[config.mk]
export PLATFORM = sky130hd
export DESIGN_NAME = snf_txrsp_arb
export DESIGN_NICKNAME = d
export VERILOG_FILES = /design/src/rtl/snf_txrsp_arb.sv
export SDC_FILE = /design/constraint.sdc
export NUM_CORES = 1
export LEC_CHECK = 0
export CAP_MARGIN = 20
export CORE_MARGIN = 5
export CORE_UTILIZATION = 40
export CTS_CLUSTER_DIAMETER = 30
export DETAILED_ROUTE_END_ITERATION = 6
export PLACE_DENSITY = 0.92
export SETUP_SLACK_MARGIN = 0.05
export SYNTH_ARGS = -nofsm -noshare
export SYNTH_HDL_FRONTEND = slang
export SYNTH_SLANG_ARGS = --single-unit
[constraint.sdc]
create_clock -name clk -period 4.4 [get_ports clk]
set_clock_uncertainty 0.1 [all_clocks]
set_input_delay 0.88 -clock clk [delete_from_list [all_inputs] [get_ports clk]]
set_output_delay 0.88 -clock clk [all_outputs]
set_load 0.01 [all_outputs]
[src/rtl/snf_txrsp_arb.sv]
// snf_txrsp_arb: CHI-E TX RSP link-layer sender with L-credit gating and a deactivation credit-return sequence.
// Optional build macro SNF_TXRSP_RR_EN selects round-robin source arbitration (fixed priority when undefined).
`ifndef CHIE_RSP_FLIT_WIDTH
`define CHIE_RSP_FLIT_WIDTH 73
`endif
`ifndef CHIE_RESPLCRDRETURN
`define CHIE_RESPLCRDRETURN 5'h00
`endif

module snf_txrsp_arb #(
    parameter int NUM_SRC       = 3,
    parameter int CRD_MAX       = 15,
    parameter int CRD_CNT_WIDTH = 4,
    parameter int SNF_NID_PARAM = 0
) (
    input  logic                                   clk,
    input  logic                                   rst,
    input  logic                                   txrsp_link_active,
    input  logic                                   txrsp_lcrdv,
    input  logic [NUM_SRC-1:0]                     src_valid,
    input  logic [NUM_SRC*`CHIE_RSP_FLIT_WIDTH-1:0] src_flit,
    output logic [NUM_SRC-1:0]                     src_won,
    output logic                                   txrspflitv,
    output logic [`CHIE_RSP_FLIT_WIDTH-1:0]        txrspflit,
    output logic                                   txrspflitpend,
    output logic                                   txrsp_stopped,
    output logic                                   txrsp_crd_ovf
);

    localparam int FW         = `CHIE_RSP_FLIT_WIDTH;
    localparam int SRCID_LSB  = 15;
    localparam int SRCID_W    = 11;
    localparam int OPCODE_LSB = 38;
    localparam int OPCODE_W   = 5;
    localparam int IDX_W      = (NUM_SRC > 1) ? $clog2(NUM_SRC) : 1;
    localparam logic [CRD_CNT_WIDTH-1:0] CNT_MAX = CRD_CNT_WIDTH'(CRD_MAX);

    typedef enum logic [1:0] {
        ST_STOP   = 2'd0,
        ST_RUN    = 2'd1,
        ST_RETURN = 2'd2
    } state_t;

    state_t                   state;
    state_t                   state_nxt;
    logic [CRD_CNT_WIDTH-1:0] cnt;
    logic                     crd_avail;
    logic                     grant_en;
    logic                     ret_send;
    logic                     flit_sent;
    logic                     sel_found;
    logic [IDX_W-1:0]         sel_idx;
    logic [FW-1:0]            ret_flit;

    // A credit arriving this cycle can pay for a flit in the same cycle.
    assign crd_avail     = txrsp_lcrdv | (cnt != '0);
    assign flit_sent     = grant_en | ret_send;
    assign txrspflitpend = 1'b1;

    // NOTE: sequential state uses non-blocking (<=) so every flop samples pre-edge values.
    always_ff @(posedge clk or posedge rst) begin
        if (rst) begin
            state <= ST_STOP;
        end else begin
            state <= state_nxt;
        end
    end

    // NOTE: every combinational output gets a default first so no path infers a latch.
    always_comb begin
        state_nxt = state;
        unique case (state)
            ST_STOP: begin
                if (txrsp_link_active) begin
                    state_nxt = ST_RUN;
                end else if (txrsp_lcrdv) begin
                    state_nxt = ST_RETURN;
                end
            end
            ST_RUN: begin
                if (!txrsp_link_active) begin
                    state_nxt = ST_RETURN;
                end
            end
            ST_RETURN: begin
                // link_active is deliberately ignored until every credit is handed back.
                if ((cnt == '0) && !txrsp_lcrdv) begin
                    state_nxt = ST_STOP;
                end
            end
            default: state_nxt = ST_STOP;
        endcase
    end

    always_comb begin
        grant_en      = 1'b0;
        ret_send      = 1'b0;
        txrsp_stopped = 1'b0;
        src_won       = '0;
        unique case (state)
            ST_STOP:   txrsp_stopped = 1'b1;
            ST_RUN:    grant_en = txrsp_link_active & crd_avail & sel_found;
            ST_RETURN: ret_send = crd_avail;
            default:   txrsp_stopped = 1'b0;
        endcase
        if (grant_en) begin
            src_won[sel_idx] = 1'b1;
        end
    end

`ifdef SNF_TXRSP_RR_EN
    logic [IDX_W-1:0] rr_ptr;

    always_comb begin
        int idx;
        sel_found = 1'b0;
        sel_idx   = '0;
        idx       = 0;
        for (int k = 0; k < NUM_SRC; k++) begin
            idx = (int'(rr_ptr) + k) % NUM_SRC;
            if (!sel_found && src_valid[idx]) begin
                sel_found = 1'b1;
                sel_idx   = IDX_W'(idx);
            end
        end
    end

    always_ff @(posedge clk or posedge rst) begin
        if (rst) begin
            rr_ptr <= '0;
        end else if (grant_en) begin
            rr_ptr <= (sel_idx == IDX_W'(NUM_SRC - 1)) ? '0 : sel_idx + IDX_W'(1);
        end
    end
`else
    always_comb begin
        sel_found = 1'b0;
        sel_idx   = '0;
        for (int k = NUM_SRC - 1; k >= 0; k--) begin
            if (src_valid[k]) begin
                sel_found = 1'b1;
                sel_idx   = IDX_W'(k);
            end
        end
    end
`endif

    always_comb begin
        ret_flit                             = '0;
        ret_flit[SRCID_LSB +: SRCID_W]       = SRCID_W'(SNF_NID_PARAM);
        ret_flit[OPCODE_LSB +: OPCODE_W]     = `CHIE_RESPLCRDRETURN;
    end

    always_ff @(posedge clk or posedge rst) begin
        if (rst) begin
            txrspflitv <= 1'b0;
            txrspflit  <= '0;
        end else begin
            txrspflitv <= flit_sent;
            if (grant_en) begin
                txrspflit <= src_flit[int'(sel_idx)*FW +: FW];
            end else if (ret_send) begin
                txrspflit <= ret_flit;
            end
        end
    end

    // Simultaneous receive and send leaves the count unchanged; overflow is sticky until reset.
    always_ff @(posedge clk or posedge rst) begin
        if (rst) begin
            cnt           <= '0;
            txrsp_crd_ovf <= 1'b0;
        end else if (txrsp_lcrdv && !flit_sent) begin
            if (cnt == CNT_MAX) begin
                txrsp_crd_ovf <= 1'b1;
            end else begin
                cnt <= cnt + CRD_CNT_WIDTH'(1);
            end
        end else if (!txrsp_lcrdv && flit_sent) begin
            cnt <= cnt - CRD_CNT_WIDTH'(1);
        end
    end

endmodule

Word level (Yosys, flattened, before mapping). Cells that the tools add are included.

Register bits after elaboration: 81. Bits of input ports: 226. Output and inout bits: 80. Logic and storage cells: 58.

$add $sub $neg: 2. Multiply operators: 1. Order comparisons: 2. Eq/ne operators: 7. Shifts and indexed selects: 1. Multiplexer cells: 22. Bitwise gates (word level): 4. Reduce and logical (&&, ||, !) cells: 14.

Operators by type and width (count): $shiftx A219 B10 Y73 (1); $mux W73 (2); $mux W2 (7); $mux W4 (3); $mul A2 B7 Y9 const B (1); $mux W1 (7); $ne A2 B2 Y1 const B (3); $pmux W2 S3 (1); $add A4 B1 Y4 const B (1); $eq A4 B4 Y1 const B (1); $logic_and A1 B1 Y1 (4); $logic_not A4 Y1 (1); $reduce_and A2 Y1 (2); $reduce_bool A2 Y1 (2); $reduce_bool A4 Y1 (1); $sub A4 B1 Y4 const B (1); $lt A2 B3 Y1 const B (1); $mux W3 (1); $ne A3 B3 Y1 const B (1); $reduce_and A3 Y1 (1); $and A1 B1 Y1 (2); $demux W1 S2 (1); $eq A2 B1 Y1 const B (1); $eq A2 B2 Y1 const B (1); 4 further kinds (6).

Logic depth before layout (Yosys ltp).
Depth in word-level cells: 10. Depth in mapped cells: 9.

Worst setup path after synthesis. OpenSTA, ideal clock, no wires.

Path kind: input to output. Start: input src_valid[0]. End: output src_won[0]. Arrival time: 1.965 ns. Data required time: 3.420 ns. Slack: 1.455 ns. Cell stages on the path: 4. Path buffers: 3. Cell sequence: clkbuf_1 > clkbuf_1 > buf_1 > nor3b_1.

Cells in the longest elaborated chain, start to end: 6.

Ends and longest elaborated chain: start, declared (line 20) `input logic [NUM_SRC-1:0] src_valid,`; $mux W2 (line 140) `if (src_valid[k]) begin`; $lt A2 B3 Y1 (implied by the code) / $ge A2 B1 Y1 (equally long branches) (line 107) `src_won[sel_idx] = 1'b1;`; $logic_and A1 B1 Y1 (implied by the code) (line 107); $mux W1 (implied by the code) (line 107); $demux W1 S2 (line 107); $mux W3 (*) (line 106) `if (grant_en) begin`; end, declared (line 22) `output logic [NUM_SRC-1:0] src_won,`.

Every way passes the cells marked *; elsewhere a longest branch is shown, timed or not.

Worst setup path after layout.
Start: input txrsp_lcrdv. End: output src_won[1].

Cells in the longest elaborated chain, start to end: 5.

Ends and longest elaborated chain: start, declared (line 19) `input logic txrsp_lcrdv,`; $or A1 B1 Y1 (line 56) `assign crd_avail = txrsp_lcrdv | (cnt != '0);`; $and A1 B1 Y1 (2 in series) (line 102) `ST_RUN: grant_en = txrsp_link_active & crd_avail & sel_found;`; $mux W1 (line 100) `unique case (state)`; $mux W3 (line 106).

Every way passes these cells.

==> Flow_metrics.wiki <==
{| class="wikitable"
! Metric !! Value
|-
| Share of the synthesized area in the top cell type || a little over two fifths
|-
| Chip Height || 120 um
|-
| Worst skew pair latency || 0.32 ns
|-
| Slew at the pin closest to its max-slew limit || between 0.9 and 1 ns
|-
| Detail-routed via count per cell || 5.29
|-
| Fraction of synthesized cell area in xor and xnor cells || less than 1%
|-
| CTS max path bufs || 2
|-
| Logic depth of the worst register-to-register path || 8
|-
| Basic-gate share of the synthesized area counting and, or, nand and nor cells || 14.3%
|-
| Run status || finished clean
|-
| Final core utilization || 67.3%
|-
| PwrDens || between 400 and 500 mW/mm^2
|-
| Maximum number of pins on one net before global-route repair || 76
|-
| Remaining antenna violation count after routing || 0
|-
| EDFF count, synth || 0
|-
| Final Routed Wirelength || 17100 um
|-
| Worst Path Max Fanout || 9
|-
| Maximum level of the CTS H-tree || 3
|-
| Max-cap viol count || 0
|-
| Hold_buf cts || 0
|-
| Total via count in the routed design || 5088
|-
| Number of buffers inserted by post-CTS setup repair || 0
|-
| Setup repair after global routing missed its margin || false
|-
| R2r setup slk || 1.97 ns
|-
| Smallest setup slack after layout || 0.756 ns
|-
| Cell type with the largest total area after synthesis || dfrtp_1
|-
| Critical Path Source Type || input pin
|-
| GRT Total Usage || ~23%
|-
| Number of clock sinks || 81
|-
| Clock-pin slew on the worst setup and hold paths || 0.05 ns
|-
| Number of nets in the layout || 1040
|-
| Path class of the lowest-slack min-delay path || flop to flop
|-
| Final Power || between 0.003 and 0.004 W
|-
| Yosys cell types || 39
|-
| First element of the critical path || txrsp_lcrdv
|-
| Most numerous cell types in the synthesized netlist || 81 x dfrtp_1, 75 x a21oi_1, 75 x nand2_1, 75 x nor2_1, 73 x a22oi_1
|-
| Top-level port count || 306
|-
| Initial standard-cell utilization of the core || about two fifths
|-
| Post-route fraction of the period consumed by the critical path || 82.8%
|-
| Minimum clock period after layout || between 3 and 4 ns
|-
| Proportion of layout cells with a drive suffix above 1 || between 10% and 20%
|-
| Width of the die || approximately 120 um
|-
| Worst r2r src || state[1]$_DFFE_PP0P_
|-
| Type of the worst setup path || input pin to primary output
|-
| Highest achievable clock rate || 274 MHz
|-
| Synthesized-area fraction occupied by adder cells || 0.937%
|-
| Post-Synthesis Mean Instance Area || 8.92 sq um
|-
| Synthesized-area fraction occupied by ao, oa, aoi and oai cells || between 30% and 40%
|-
| Prevailing post-synth register cell || dfrtp_1
|-
| Floorplan die area || 0.0143 sq mm
|-
| Main combinational cell family by area after synthesis || compound AO/OA/AOI/OAI gates
|-
| First-pass GRT wire length || 26300 um
|-
| Gpl congestion || 0.863
|-
| Number of register bits inferred by synthesis || 81
|-
| CTS root buf || clkbuf_16
|-
| Setup WS pre-CTS || between 0.7 and 0.8 ns
|-
| Data arrival time of the worst path || around 2.7 ns
|-
| Core Footprint || 0.0119 sq mm
|-
| Reg2Reg Capture Point || cnt[3]$_DFFE_PP0P_
|-
| Vias in the first global route || 5176
|-
| Synth-to-Final Area Change || 66.7%
|-
| Number of instances resized during post-cts repair || 0
|-
| Clock tree from TritonCTS || done
|-
| Warnings, synthesis || 0
|-
| Residual DRC count || 0
|-
| Fin. max-slew vios || 0
|-
| Count of final setup violators || 0
|-
| Number of port buffers || 304
|-
| Iter 0 DRT Violations || 159
|-
| Static power due to leakage || 3.27 nW
|-
| Final count of hold timing violations || 0
|-
| Main area contributors after synthesis || dfrtp_1 42%, o21ai_2 13%, a22oi_1 11%
|-
| Total half-perimeter wirelength after legalization and detailed placement || 12900 um
|-
| Proportion of synthesized chip area in sequential cells || 42.2%
|-
| Share of synthesized flip-flops with an asynchronous set or reset || 100%
|-
| Worst slew slack as a fraction of its limit || 39.6%
|-
| Antenna violations before repair || 0
|-
| Number of search-and-repair iterations in the first detailed-routing pass || 4
|-
| Kind of capture point of the worst setup path || primary output
|-
| Net count after synthesis || 768
|-
| WL per Instance || 17.7 um
|-
| Standard-cell row count || 40
|-
| Number of instances in the synthesized netlist || approximately 540
|-
| Setup TNS || 0 ns
|-
| Post-Syn Area || 0.00481 sq mm
|-
| Required @ worst endpoint || 3.42 ns
|-
| Grt ovf || 0
|-
| Fraction of synthesized area in multiplexers || 0.208%
|-
| Capturing instance or port of the critical path || src_won[1]
|-
| Most repeated cell in the gate-level netlist after synthesis || dfrtp_1
|-
| Max rail drop VDD || around 0.00021 V
|-
| Clock buffers created by TritonCTS || 9
|}
==> worst max-delay path: stages <==
cell and delay, ns:
clkdlybuf4s50_1 0.63, or4_4 0.20, nor2_4 0.05, nor4b_1 0.31, clkdlybuf4s50_1 0.59
==> layout by cell type (no fill, tap or decap), drive strengths merged <==
| cell type | synthesis | routed |
|---|---|---|
| o21bai | 2 | 2 |
| ha | 2 | 2 |
| conb | 1 | 1 |
| nand3b | 2 | 2 |
| inv | 2 | 1 |
| a22o | 1 | 1 |
| nand4 | 1 | 1 |
| diode | 0 | 1 |
| o311ai | 1 | 1 |
| a22oi | 73 | 73 |
| buf | 25 | 10 |
| o211ai | 1 | 1 |
| nor2b | 2 | 2 |
| clkbuf | 26 | 14 |
| nor3 | 1 | 1 |
| o21ai | 73 | 73 |
| or3 | 2 | 2 |
| clkinv | 0 | 1 |
| nor4b | 2 | 2 |
| or2 | 1 | 1 |
| nor3b | 1 | 1 |
| nand2b | 1 | 1 |
| or4 | 1 | 1 |
| xor2 | 1 | 1 |
| mux2i | 1 | 1 |
| xnor2 | 1 | 1 |
| fa | 1 | 1 |
| clkdlybuf4s50 | 0 | 302 |
| nand3 | 2 | 2 |
| dfrtp | 81 | 81 |
| a21o | 2 | 2 |
| o32ai | 1 | 1 |
| nor2 | 76 | 76 |
| o21a | 2 | 2 |
| nand2 | 75 | 75 |
| a21oi | 75 | 75 |
==> how the worst min path moves through the flow <==
| stage | from | to | slack, ns | cells after the start |
|---|---|---|---|---|
| after floorplan | state[1]$_DFFE_PP0P_ | state[0]$_DFFE_PP0P_ | 0.36 | 1 |
| after global placement | txrspflit[69]$_DFFE_PP0P_ | txrspflit[69]$_DFFE_PP0P_ | 0.36 | 2 |
| after detailed placement | txrspflit[5]$_DFFE_PP0P_ | txrspflit[5]$_DFFE_PP0P_ | 0.36 | 2 |
| after CTS | txrspflit[67]$_DFFE_PP0P_ | txrspflit[67]$_DFFE_PP0P_ | 0.38 | 2 |
| after global routing | txrsp_crd_ovf$_DFFE_PP0P_ | txrsp_crd_ovf$_DFFE_PP0P_ | 0.38 | 1 |
| final | txrspflit[64]$_DFFE_PP0P_ | txrspflit[64]$_DFFE_PP0P_ | 0.37 | 2 |
==> cell families (layout without fill, tap and decap cells) <==
group,after synthesis,after routing
muxes,1,1
and+or+nand+nor,167,167
buffers and inverters,53,328
AOI/OAI and AO/OA,231,231
other,1,2
xor gates and xnor gates,2,2
DFF,81,81
adders and majority gates,3,3
==> metal layers <==
layer,global-route usage (%),vias to the layer above,share of wire (%)
met4,7.02,0,2.2
li1,-,2465,-
met5,0,-,0
met3,8.58,29,10
met2,43.8,232,53
met1,22.8,2362,34
==> where the power goes <==
group          total [W]  switching, W  leakage, nW  internal, W
Clock           0.000668      0.000261        0.129     0.000407
Sequential       0.00116      0.000160         1.09      0.00100
Combinational    0.00165      0.000792         2.05     0.000860
Total            0.00348       0.00121         3.27      0.00227
==> stage by stage <==
| stage | cell area, sq um | hold WS (ns) | std cells |
|---|---|---|---|
| detailed placement | 7750 | 0.364 | 947 |
| floorplan | 4810 | 0.360 | 539 |
| global placement | 7750 | 0.358 | 947 |
| global route | 8010 | 0.384 | 961 |
| finish | 8020 | 0.372 | 962 |
| CTS | 8010 | 0.377 | 961 |
==> cell type report <==
cell class	count	area (sq um)
flip-flops and latches	81	2030
clock buffers	14	264
well taps	147	184
diodes	1	2.50
repair buffers	312	3110
fillers	953	3890
multi-input cells	405	2420
inverters	2	8.76
==> sequential cells by signal, indices dropped and copies added, names as in the netlist <==
register and flops:
state 2, cnt 4, txrspflitv 1, txrsp_crd_ovf 1
txrspflit 73
Note: power is estimated with default switching activity, not from simulation.
